==> config.mk <==
export PLATFORM = sky130hd
export DESIGN_NAME = alu_control_sequencer
export DESIGN_NICKNAME = d
export VERILOG_FILES = /design/src/rtl/cpu_defs.sv /design/src/rtl/reg_field_decoder.sv /design/src/rtl/alu_control_sequencer.sv
export SDC_FILE = /design/constraint.sdc
export NUM_CORES = 1
export LEC_CHECK = 0
export ABC_AREA = 1
export CORE_MARGIN = 5
export CORE_UTILIZATION = 37
export CTS_CLUSTER_SIZE = 14
export DETAILED_ROUTE_END_ITERATION = 8
export DONT_BUFFER_PORTS = 1
export PLACE_DENSITY = 0.64
export SYNTH_ARGS = -nofsm -noshare
export SYNTH_HDL_FRONTEND = slang
export SYNTH_HIERARCHICAL = 1
export SYNTH_SLANG_ARGS = --single-unit
==> constraint.sdc <==
create_clock -name clock -period 1.6 [get_ports clock]
set_clock_uncertainty 0.2 [all_clocks]
set_input_delay 0 -clock clock [delete_from_list [all_inputs] [get_ports clock]]
set_output_delay 0 -clock clock [all_outputs]
set_load 0.03 [all_outputs]
==> src/rtl/cpu_defs.sv <==
// Shared opcode, IR field and sequencer state definitions for the 32-bit bus datapath.
// Combinational helpers only; no latency and no flow control.
package cpu_defs;

    localparam int OPCODE_MSB = 31;
    localparam int OPCODE_LSB = 27;
    localparam int RA_MSB     = 26;
    localparam int RA_LSB     = 23;
    localparam int RB_MSB     = 22;
    localparam int RB_LSB     = 19;
    localparam int RC_MSB     = 18;
    localparam int RC_LSB     = 15;

    localparam logic [4:0] OP_LDI  = 5'b00001;
    localparam logic [4:0] OP_ADD  = 5'b00011;
    localparam logic [4:0] OP_SUB  = 5'b00100;
    localparam logic [4:0] OP_AND  = 5'b00101;
    localparam logic [4:0] OP_OR   = 5'b00110;
    localparam logic [4:0] OP_ROR  = 5'b00111;
    localparam logic [4:0] OP_ROL  = 5'b01000;
    localparam logic [4:0] OP_SHR  = 5'b01001;
    localparam logic [4:0] OP_SHRA = 5'b01010;
    localparam logic [4:0] OP_SHL  = 5'b01011;
    localparam logic [4:0] OP_ADDI = 5'b01100;
    localparam logic [4:0] OP_ANDI = 5'b01101;
    localparam logic [4:0] OP_ORI  = 5'b01110;
    localparam logic [4:0] OP_MUL  = 5'b01111;
    localparam logic [4:0] OP_DIV  = 5'b10000;
    localparam logic [4:0] OP_NEG  = 5'b10001;
    localparam logic [4:0] OP_NOT  = 5'b10010;
    localparam logic [4:0] OP_NOP  = 5'b11010;
    localparam logic [4:0] OP_HALT = 5'b11011;

    typedef enum logic [3:0] {
        IDLE, T0, T1, T2, T3, T4, T5, T6, HALT
    } state_e;

    typedef enum logic [2:0] {
        CLS_ALU, CLS_MULDIV, CLS_IMM, CLS_UNARY, CLS_NOP, CLS_HALT, CLS_ILLEGAL
    } instr_class_e;

    function automatic instr_class_e classify(input logic [4:0] op);
        instr_class_e cls;
        cls = CLS_ILLEGAL;
        if (op >= OP_ADD && op <= OP_SHL)                      cls = CLS_ALU;
        else if (op == OP_MUL || op == OP_DIV)                 cls = CLS_MULDIV;
        else if ((op >= OP_ADDI && op <= OP_ORI) || op == OP_LDI) cls = CLS_IMM;
        else if (op == OP_NEG || op == OP_NOT)                 cls = CLS_UNARY;
        else if (op == OP_NOP)                                 cls = CLS_NOP;
        else if (op == OP_HALT)                                cls = CLS_HALT;
        return cls;
    endfunction

    // Immediate forms reuse the matching register-form ALU operation.
    function automatic logic [4:0] imm_alu_op(input logic [4:0] op);
        logic [4:0] alu_op;
        case (op)
            OP_ANDI: alu_op = OP_AND;
            OP_ORI:  alu_op = OP_OR;
            default: alu_op = OP_ADD;
        endcase
        return alu_op;
    endfunction

endpackage

==> src/rtl/reg_field_decoder.sv <==
// 4-bit register field plus enable to a one-hot register select; fields >= NUM_REGS give zero.
// Purely combinational; no backpressure.
module reg_field_decoder #(
    parameter int NUM_REGS = 16
) (
    input  logic [3:0]          field_i,
    input  logic                en_i,
    output logic [NUM_REGS-1:0] onehot_o
);

    always_comb begin
        onehot_o = '0;
        for (int i = 0; i < NUM_REGS; i++) begin
            if (en_i && (int'(field_i) == i)) begin
                onehot_o[i] = 1'b1;
            end
        end
    end

endmodule

==> src/rtl/alu_control_sequencer.sv <==
// Moore control unit: fetch T0-T2, decode on IR, execute T3-T6; outputs decode from state and ir.
// Instruction takes 4-7 cycles plus MEM_WAIT; run only gates the next fetch, HALT exits only via clear.
module alu_control_sequencer
    import cpu_defs::*;
#(
    parameter int MEM_WAIT = 0,
    parameter int NUM_REGS = 16
) (
    input  logic                clock,
    input  logic                clear,
    input  logic                run,
    input  logic [31:0]         ir,
    output logic [NUM_REGS-1:0] rin,
    output logic [NUM_REGS-1:0] rout,
    output logic                PCout,
    output logic                PCin,
    output logic                IncPC,
    output logic                MARin,
    output logic                MDRin,
    output logic                MDRout,
    output logic                IRin,
    output logic                Yin,
    output logic                Zhighin,
    output logic                Zlowin,
    output logic                ZHIout,
    output logic                ZLOout,
    output logic                HIin,
    output logic                LOin,
    output logic                Cout,
    output logic                read,
    output logic [4:0]          operation,
    output logic                instr_done,
    output logic                halted,
    output logic                illegal
);

    localparam int WAIT_W = (MEM_WAIT > 0) ? $clog2(MEM_WAIT + 1) : 1;
    localparam logic [WAIT_W-1:0] WAIT_LAST = WAIT_W'(MEM_WAIT);

    state_e            state_q, state_d;
    logic [WAIT_W-1:0] wait_q, wait_d;
    logic              illegal_q, illegal_d;

    logic [4:0]   op;
    logic [3:0]   ra, rb, rc;
    instr_class_e cls;
    logic         rin_en, rout_en;
    logic [3:0]   rin_sel, rout_sel;

    assign op  = ir[OPCODE_MSB:OPCODE_LSB];
    assign ra  = ir[RA_MSB:RA_LSB];
    assign rb  = ir[RB_MSB:RB_LSB];
    assign rc  = ir[RC_MSB:RC_LSB];
    assign cls = classify(op);

    // Immediate/offset bits are consumed by the datapath through Cout, not here.
    logic unused_imm_bits;
    assign unused_imm_bits = ^ir[RC_LSB-1:0];

    always_ff @(posedge clock) begin
        if (clear) begin
            state_q   <= IDLE;
            wait_q    <= '0;
            illegal_q <= 1'b0;
        end else begin
            state_q   <= state_d;
            wait_q    <= wait_d;
            illegal_q <= illegal_d;
        end
    end

    always_comb begin
        state_d    = state_q;
        wait_d     = wait_q;
        illegal_d  = illegal_q;
        rin_en     = 1'b0;
        rin_sel    = ra;
        rout_en    = 1'b0;
        rout_sel   = rb;
        PCout      = 1'b0;
        PCin       = 1'b0;
        IncPC      = 1'b0;
        MARin      = 1'b0;
        MDRin      = 1'b0;
        MDRout     = 1'b0;
        IRin       = 1'b0;
        Yin        = 1'b0;
        Zhighin    = 1'b0;
        Zlowin     = 1'b0;
        ZHIout     = 1'b0;
        ZLOout     = 1'b0;
        HIin       = 1'b0;
        LOin       = 1'b0;
        Cout       = 1'b0;
        read       = 1'b0;
        operation  = 5'b00000;
        instr_done = 1'b0;
        halted     = 1'b0;

        case (state_q)
            IDLE: if (run) state_d = T0;
            T0: begin
                PCout   = 1'b1;
                MARin   = 1'b1;
                IncPC   = 1'b1;
                Zlowin  = 1'b1;
                state_d = T1;
            end
            T1: begin
                read  = 1'b1;
                MDRin = 1'b1;
                // The incremented PC is written back once, not on every wait cycle.
                if (wait_q == '0) begin
                    ZLOout = 1'b1;
                    PCin   = 1'b1;
                end
                if (wait_q == WAIT_LAST) begin
                    wait_d  = '0;
                    state_d = T2;
                end else begin
                    wait_d = wait_q + WAIT_W'(1);
                end
            end
            T2: begin
                MDRout  = 1'b1;
                IRin    = 1'b1;
                state_d = T3;
            end
            T3: begin
                case (cls)
                    CLS_ALU, CLS_MULDIV, CLS_IMM: begin
                        rout_en = 1'b1;
                        Yin     = 1'b1;
                        state_d = T4;
                    end
                    CLS_UNARY: begin
                        rout_en   = 1'b1;
                        operation = op;
                        Zlowin    = 1'b1;
                        state_d   = T4;
                    end
                    CLS_NOP:  instr_done = 1'b1;
                    CLS_HALT: state_d = HALT;
                    default: begin
                        illegal_d = 1'b1;
                        state_d   = HALT;
                    end
                endcase
            end
            T4: begin
                state_d = T5;
                case (cls)
                    CLS_ALU, CLS_MULDIV: begin
                        rout_en   = 1'b1;
                        rout_sel  = rc;
                        operation = op;
                        Zlowin    = 1'b1;
                        Zhighin   = (cls == CLS_MULDIV);
                    end
                    CLS_IMM: begin
                        Cout      = 1'b1;
                        Zlowin    = 1'b1;
                        operation = imm_alu_op(op);
                    end
                    CLS_UNARY: begin
                        ZLOout     = 1'b1;
                        rin_en     = 1'b1;
                        instr_done = 1'b1;
                    end
                    default: state_d = IDLE;
                endcase
            end
            T5: begin
                case (cls)
                    CLS_MULDIV: begin
                        ZLOout  = 1'b1;
                        LOin    = 1'b1;
                        state_d = T6;
                    end
                    CLS_ALU, CLS_IMM: begin
                        ZLOout     = 1'b1;
                        rin_en     = 1'b1;
                        instr_done = 1'b1;
                    end
                    default: state_d = IDLE;
                endcase
            end
            T6: begin
                ZHIout     = 1'b1;
                HIin       = 1'b1;
                instr_done = 1'b1;
            end
            HALT:    halted = 1'b1;
            default: state_d = IDLE;
        endcase

        if (instr_done) begin
            state_d = run ? T0 : IDLE;
        end
    end

    assign illegal = illegal_q;

    reg_field_decoder #(.NUM_REGS(NUM_REGS)) u_rin_dec (
        .field_i  (rin_sel),
        .en_i     (rin_en),
        .onehot_o (rin)
    );

    reg_field_decoder #(.NUM_REGS(NUM_REGS)) u_rout_dec (
        .field_i  (rout_sel),
        .en_i     (rout_en),
        .onehot_o (rout)
    );

    a_single_bus_driver: assert property (@(posedge clock) disable iff (clear)
        $onehot0({PCout, MDRout, ZLOout, ZHIout, Cout, |rout}));

endmodule

==> results.tsv, run 1 <==
stage	metric	value	unit
sta	count of endpoints failing hold in the final timing report	0	
sta	Final Slew Violations	0	
placement	Setup Slack @ Placement	-0.106	ns
detailed_routing	initial drt markers	70	
job	count of maximum capacitance violations	0	
setup_path	kind of critical path	reg2out	
detailed_routing	wire length after detailed routing	4.84	mm
placement	Placed Cells	298	
power	Max VDD drop	414	uV
status	outcome	complete, but fails checks	
sta	highest achievable clock rate	505	MHz
detailed_routing	final routed DRC violation total	0	
placement	detailed-placement wirelength estimate	3.23	mm
floorplanning	core area	2780	sq um
cells_and_area	highest-count cells in the layout ignoring fill and taps	buf_4 (48), nand2_1 (31), nor2_1 (24)	
power	power density relative to cell area	359	nW/um^2
cells_and_area	antenna fix cells	0	
setup_path	Most common cell on crit path	nand2_4	
sta	period utilization	1.24	
global_routing	GR Util All Layers	0.190	
yosys	post-synthesis cell type count	23	
detailed_routing	detailed-router iteration count before antenna repair	4	
yosys	Post-Synth Adder-Cell Area	0	
detailed_routing	total number of vias	1648	
yosys	mean post-synth cell area	5.07	sq um
yosys	Post-Synthesis Net Count	249	
power	share of total power consumed by net switching	0.483	
setup_path	startpoint type of the worst setup path	flop	
min_path	type of the worst min-delay path	in2out	
setup_path	largest fanout on the critical path	7	
floorplanning	die extent in x	64.2	um
sta	Max-slew headroom	0.783	
global_routing	global-route wire length before repair	6.57	mm
power	fraction of power consumed by sequential logic	0.194	
detailed_routing	count of antenna-violating nets left after detailed routing	0	
setup_path	slowest library cell on the worst path	dfxtp_2	
yosys	combinational family with the most area after synthesis	simple AND/OR/NAND/NOR gates	
clocking	H-tree levels	1	
setup_path	cell breakdown of the critical path	inv_2, nand2_4, nor2_4, nand2_4, inv_8, nand3_1, nand2_4, buf_4, nand3_4, nor2_4	
power	clock network fraction of design power	0.192	
cells_and_area	signed area change from the synthesized netlist to the final layout	107	%
global_routing	initial antenna violation count	0	
yosys	cell area after technology mapping	1090	sq um
power	leakage power	1.04	nW
cells_and_area	ratio of cells with drive above 1 in the final layout	0.614	
clocking	clock transition at the registers of the reported paths	0.05	ns
clocking	Clk Tree Root Cell	clkbuf_4	
setup_path	Data required, critical path	1.40	ns
clocking	TritonCTS sink count	5	
floorplanning	# IOs	91	
status	violated checks	setup timing	
clocking	TritonCTS buffer count	3	
clocking	number of buffers on the longest clock path	2	
global_routing	via count of the first global-routing pass	1494	
power	combinational share of power	0.614	
global_routing	maximum number of pins on one net before global-route repair	9	
yosys	XOR/XNOR share of the synthesized area	0	
sta	Final Worst Setup Slack	-0.379	ns
detailed_routing	Vias per Instance	5.22	
clocking	insertion delay of the later-clocked pin in the worst-skew pair	0.25	ns
sta	time the final worst path needs with I/O delays and setup	1.98	ns
setup_path	critical path arrival	1.78	ns
setup_path	number of buffers and inverters on the critical path	3	
cells_and_area	most common library cell in the layout ignoring fill and taps	buf_4	
sta	slew at the pin with the worst max-slew slack	0.325	ns
floorplanning	Die Y-Extent	64.2	um
yosys	YS warnings	6	
floorplanning	die area	4120	sq um
setup_path	family with the most delay on the worst path	simple AND/OR/NAND/NOR gates	
sta	Finish-stage setup viols	44	
global_routing	aggregate global routing overflow	0	
power	net load switching power	0.389	mW
yosys	multiplexer fraction of the synthesized cell area	0	
clocking	CTS tree	yes	
detailed_routing	routed len/inst	15.3	um
yosys	sequential cell area fraction in the yosys report	0.0922	
setup_path	maximum single-stage delay on the critical path	0.32	ns
floorplanning	starting density of the core	0.390	
yosys	flops & latches, synth	5	
floorplanning	count of standard-cell rows	19	
power	cell internal pwr	0.417	mW
setup_path	CP Capture Type	output port	
yosys	gate count of the mapped netlist	214	
cells_and_area	final design utilization	0.807	
yosys	area share of and/or/nand/nor cells after synthesis	0.632	
cells_and_area	final net count	321	
yosys	complex-gate fraction of the synthesized area	0.0991	
placement	count of input and output buffers	0	
sta	RSZ-0062 raised after global routing	true	
cells_and_area	Layout Cells excl Fill	316	
placement	Final Wtd Congestion	0.861	
==> routing by layer <==
| metal | wire, um | vias up | GRT usage | part of all wire |
|---|---|---|---|---|
| met5 | 0 | - | 0 | 0 |
| met4 | 247 | 0 | 0.0407 | 0.051 |
| li1 | - | 800 | - | - |
| met2 | 2410 | 83 | 0.337 | 0.50 |
| met1 | 1780 | 745 | 0.224 | 0.37 |
| met3 | 394 | 20 | 0.0578 | 0.081 |
==> power groups by stage <==
stage / Sequential (mW) / Combinational, mW / Clock, mW
2_1_floorplan: 0.155 / 0.306 / 0
3_3_place_gp: 0.153 / 0.415 / 0
3_5_place_dp: 0.153 / 0.419 / 0
4_1_cts: 0.152 / 0.454 / 0.152
5_1_grt: 0.158 / 0.531 / 0.166
6_report: 0.156 / 0.495 / 0.155
==> logic make-up after synthesis <==
group           count (synthesis)
simple gates                  149
buf+inv                        43
compound gates                 17
flops                           5
==> cells in the mapped netlist <==
| master | instances | share of area |
|---|---|---|
| nor2_1 | 53 | 0.18 |
| nand2_1 | 52 | 0.18 |
| inv_1 | 32 | 0.11 |
| nand3_1 | 18 | 0.083 |
| buf_4 | 8 | 0.055 |
| nand2_2 | 7 | 0.040 |
| a21oi_1 | 6 | 0.028 |
| dfxtp_1 | 5 | 0.092 |
| nand3_2 | 5 | 0.046 |
| nor2_2 | 5 | 0.029 |
| inv_2 | 3 | 0.010 |
| o21ai_1 | 3 | 0.014 |
| a21oi_2 | 2 | 0.016 |
| nand2_4 | 2 | 0.021 |
| nand4_1 | 2 | 0.012 |
| nor2_4 | 2 | 0.021 |
| nor3_1 | 2 | 0.0092 |
| o21ai_0 | 2 | 0.0092 |
| a31oi_1 | 1 | 0.0058 |
| nor3_2 | 1 | 0.0092 |
| o211ai_1 | 1 | 0.0069 |
| o211ai_2 | 1 | 0.012 |
| o21ai_2 | 1 | 0.0081 |
==> tightest hold or removal path, delay by kind of cell <==
kind / cells / cell delay [ns]
buffers and inverters: 1 / 0.13
AO/OA/AOI/OAI: 1 / 0.06
AND/OR/NAND/NOR: 1 / 0.04
==> sequential cells by signal, summed over array words and instances (netlist names) <==
| register | cells |
|---|---|
| illegal | 1 |
| state_q | 4 |
==> worst paths after layout <==
check / start / to / slack, ns / depth (start not counted)
worst min-delay path: ir[28] / operation[1] / 0.03 / 3
worst max-delay path: state_q[3] / rout[3] / -0.38 / 10
worst max register to register: state_q[3] / state_q[0] / -0.06 / 13
worst min register to register: illegal / illegal / 0.40 / 2
==> cell type report <==
| cell class | instances | area, sq um |
|---|---|---|
| Clock buffer | 4 | 26.3 |
| Multi-Input combinational cell | 166 | 1250 |
| Tap cell | 31 | 38.8 |
| Fill cell | 181 | 538 |
| Timing Repair Buffer | 75 | 674 |
| Inverter | 35 | 144 |
| Sequential cell | 5 | 108 |
==> metrics by stage <==
step	TNS [ns]	instance area (sq um)	power, mW	hold slack (ns)
after global placement	-1.79	1810	0.568	-0.136
after CTS	-8.78	2040	0.758	0.0343
after global routing	-14.18	2240	0.855	0.0488
after detailed placement	-2.51	1810	0.572	-0.136
after floorplan	-3.65	1340	0.461	-0.138
final	-10.24	2240	0.806	0.0324
==> timing repair <==
item,4_1_cts,5_1_grt
hold buffers,6,0
setup buffers,2,7
pin swaps,19,18
resized for setup,33,42
setup endpoints to repair,42,54
hold endpoints to repair,5,0
No activity file was read; power rests on OpenSTA's default activity.
==> run 2, diff against run 1 <==
PLACE_DENSITY = 0.58   (was 0.64)
==> results.tsv, run 2 (synthesis gave the netlist of run 1 again) <==
stage	metric	value	unit	change
status	outcome	complete, but fails checks		
status	violated checks	setup timing		
cells_and_area	final net count	321		unchanged
power	power density relative to cell area	335	nW/um^2	-6.8%
job	count of maximum capacitance violations	0		unchanged
setup_path	CP startpoint	state_q[3]		
cells_and_area	antenna fix cells	0		unchanged
setup_path	worst reg2reg setup slack	-0.19	ns	-0.13 ns
detailed_routing	Vias per Instance	5.66		+8.5%
floorplanning	core area	2780	sq um	unchanged
global_routing	GR Util All Layers	0.217		+0.0270
detailed_routing	total number of vias	1788		+8.5%
setup_path	critical path arrival	1.74	ns	-0.04 ns
cells_and_area	final design utilization	0.892		+0.0859
setup_path	startpoint type of the worst setup path	flop		
cells_and_area	most common library cell in the layout ignoring fill and taps	nor2_4		
sta	highest achievable clock rate	515	MHz	+1.8%
global_routing	via count of the first global-routing pass	1720		+15%
clocking	Clk Tree Root Cell	clkbuf_4		
min_path	hold wc startpoint	ir[24]		
clocking	clock transition at the registers of the reported paths	0.04	ns	about the same
power	share of total power consumed by net switching	0.497		+0.0147
sta	Finish-stage setup viols	44		unchanged
global_routing	initial antenna violation count	0		unchanged
placement	detailed-placement wirelength estimate	3.37	mm	+4.4%
cells_and_area	sequential cell area	105	sq um	-2.3%
placement	count of input and output buffers	0		unchanged
setup_path	CP Capture Type	output port		
global_routing	global-route wire length before repair	7.55	mm	+15%
setup_path	Data required, critical path	1.40	ns	about the same
cells_and_area	max FFs per register	4		unchanged
detailed_routing	count of antenna-violating nets left after detailed routing	0		unchanged
setup_path	Crit Reg-Reg Startpoint	state_q[3]		
sta	slew at the pin with the worst max-slew slack	0.391	ns	+0.0662 ns
detailed_routing	DR WL met3	354	um	-10%
sta	Min Hold Slack	0.0527	ns	+0.0203 ns
detailed_routing	final routed DRC violation total	0		unchanged
detailed_routing	routed wire length on met2	3.32	mm	+37%
floorplanning	starting density of the core	0.390		unchanged
placement	Final Wtd Congestion	0.869		+0.87%
setup_path	cell breakdown of the critical path	inv_2, nand2_4, buf_4, nor3_4, o21ai_2, nand2_4, nand3_4, nor2_1, buf_4		
floorplanning	die area	4120	sq um	unchanged
detailed_routing	detailed-router iteration count before antenna repair	4		unchanged
clocking	CTS tree	yes		
clocking	insertion delay of the later-clocked pin in the worst-skew pair	0.24	ns	about the same
power	net load switching power	0.413	mW	+6.3%
cells_and_area	signed area change from the synthesized netlist to the final layout	129	%	
sta	count of endpoints failing hold in the final timing report	0		unchanged
detailed_routing	initial drt markers	111		+59%
floorplanning	die extent in x	64.2	um	unchanged
detailed_routing	Post-Route M1 WL	2.03	mm	+14%
floorplanning	Die Y-Extent	64.2	um	unchanged
setup_path	kind of critical path	reg2out		
sta	Final Worst Setup Slack	-0.343	ns	+0.0359 ns
cells_and_area	Multi-input gate area	1440	sq um	+15%
setup_path	slowest library cell on the worst path	dfxtp_2		
cells_and_area	filler cell count in the final layout	123		-32%
clocking	number of buffers on the longest clock path	2		unchanged
floorplanning	count of standard-cell rows	19		unchanged
sta	time the final worst path needs with I/O delays and setup	1.94	ns	-0.0359 ns
sta	Final Slew Violations	0		unchanged
cells_and_area	most flop-heavy register	state_q		
power	clock network fraction of design power	0.169		-0.023
global_routing	maximum number of pins on one net before global-route repair	9		unchanged
floorplanning	# IOs	91		unchanged
power	Max VDD drop	608	uV	+47%
cells_and_area	highest-count cells in the layout ignoring fill and taps	nor2_4 (35), buf_6 (34), buf_4 (34)		
sta	Max-slew headroom	0.738		-0.0444
detailed_routing	highest routed metal layer	met4		
global_routing	aggregate global routing overflow	0		unchanged
detailed_routing	wire length after detailed routing	6.00	mm	+24%
clocking	TritonCTS sink count	5		unchanged
sta	period utilization	1.21		-0.0224
cells_and_area	ratio of cells with drive above 1 in the final layout	0.695		+0.0807
setup_path	maximum single-stage delay on the critical path	0.32	ns	about the same
power	combinational share of power	0.641		+0.027
min_path	type of the worst min-delay path	in2out		
power	fraction of power consumed by sequential logic	0.190		-0.004
sta	RSZ-0062 raised after global routing	true		
power	leakage power	1.03	nW	-0.21%
detailed_routing	routed len/inst	19.0	um	+24%
clocking	H-tree levels	1		unchanged
setup_path	largest fanout on the critical path	6		-1
clocking	TritonCTS buffer count	3		unchanged
power	cell internal pwr	0.418	mW	+0.21%
run 2: changes by cell type in the layout (fill, tap and decap cells not counted), moves of 3 or more:
| cell | change |
|---|---|
| buf_4 | -14 |
| buf_6 | +15 |
| inv_2 | -3 |
| nand2_1 | -3 |
| nand2_2 | +4 |
| nand2_4 | -3 |
| nand3_1 | -5 |
| nand3_4 | +4 |
| nor2_1 | -12 |
| nor2_4 | +13 |
run 2: repair_timing:
| action | CTS | global route |
|---|---|---|
| hold buffers | 6 | 0 |
| setup endpoints to repair | 51 | 57 |
| endpoints found under the hold margin | 5 | 0 |
| resized for setup | 58 | 80 |
| gates cloned | 0 | 0 |
| setup buffers | 12 | 4 |
| pin swaps | 24 | 22 |
run 2: per-layer routing:
metal,up-vias,GRT usage
li1,806,-
met1,847,0.204
met2,110,0.459
met3,25,0.0333
met4,0,0.0712
met5,-,0
run 2: worst paths after layout:
path | endpoint | cells after the start
max | rin[15] | 9
min | rin[6] | 3
min reg2reg | illegal | 2
max reg2reg | state_q[0] | 13
run 2: power groups by stage:
stage	logic, mW	clock network, mW	registers (mW)
detailed placement	0.417	0	0.154
CTS	0.478	0.148	0.154
global route	0.560	0.162	0.158
global placement	0.405	0	0.154
finish	0.533	0.141	0.158
floorplan	0.306	0	0.155
run 2: layout make-up:
type	count	area share
Multi-Input combinational cell	166	0.580
Timing Repair Buffer	75	0.289
Inverter	35	0.0620
Sequential cell	5	0.0423
Tap cell	31	0.0156
Clock buffer	4	0.0106
run 2: critical path, delay by kind of cell, from the launching register on:
family	cells	cell delay, ns
simple gates	5	0.65
buf+inv	3	0.40
flops	1	0.32
compound gates	1	0.12
run 2: per-stage QoR:
| step | cells | power (mW) | TNS (ns) | cell area, sq um | setup WS (ns) |
|---|---|---|---|---|---|
| after floorplan | 214 | 0.461 | -3.65 | 1340 | -0.153 |
| after global routing | 316 | 0.880 | -13.65 | 2480 | -0.439 |
| after detailed placement | 295 | 0.571 | -2.25 | 1780 | -0.101 |
| final | 316 | 0.831 | -10.66 | 2480 | -0.343 |
| after global placement | 295 | 0.559 | -1.25 | 1780 | -0.0653 |
| after CTS | 316 | 0.780 | -8.95 | 2160 | -0.265 |
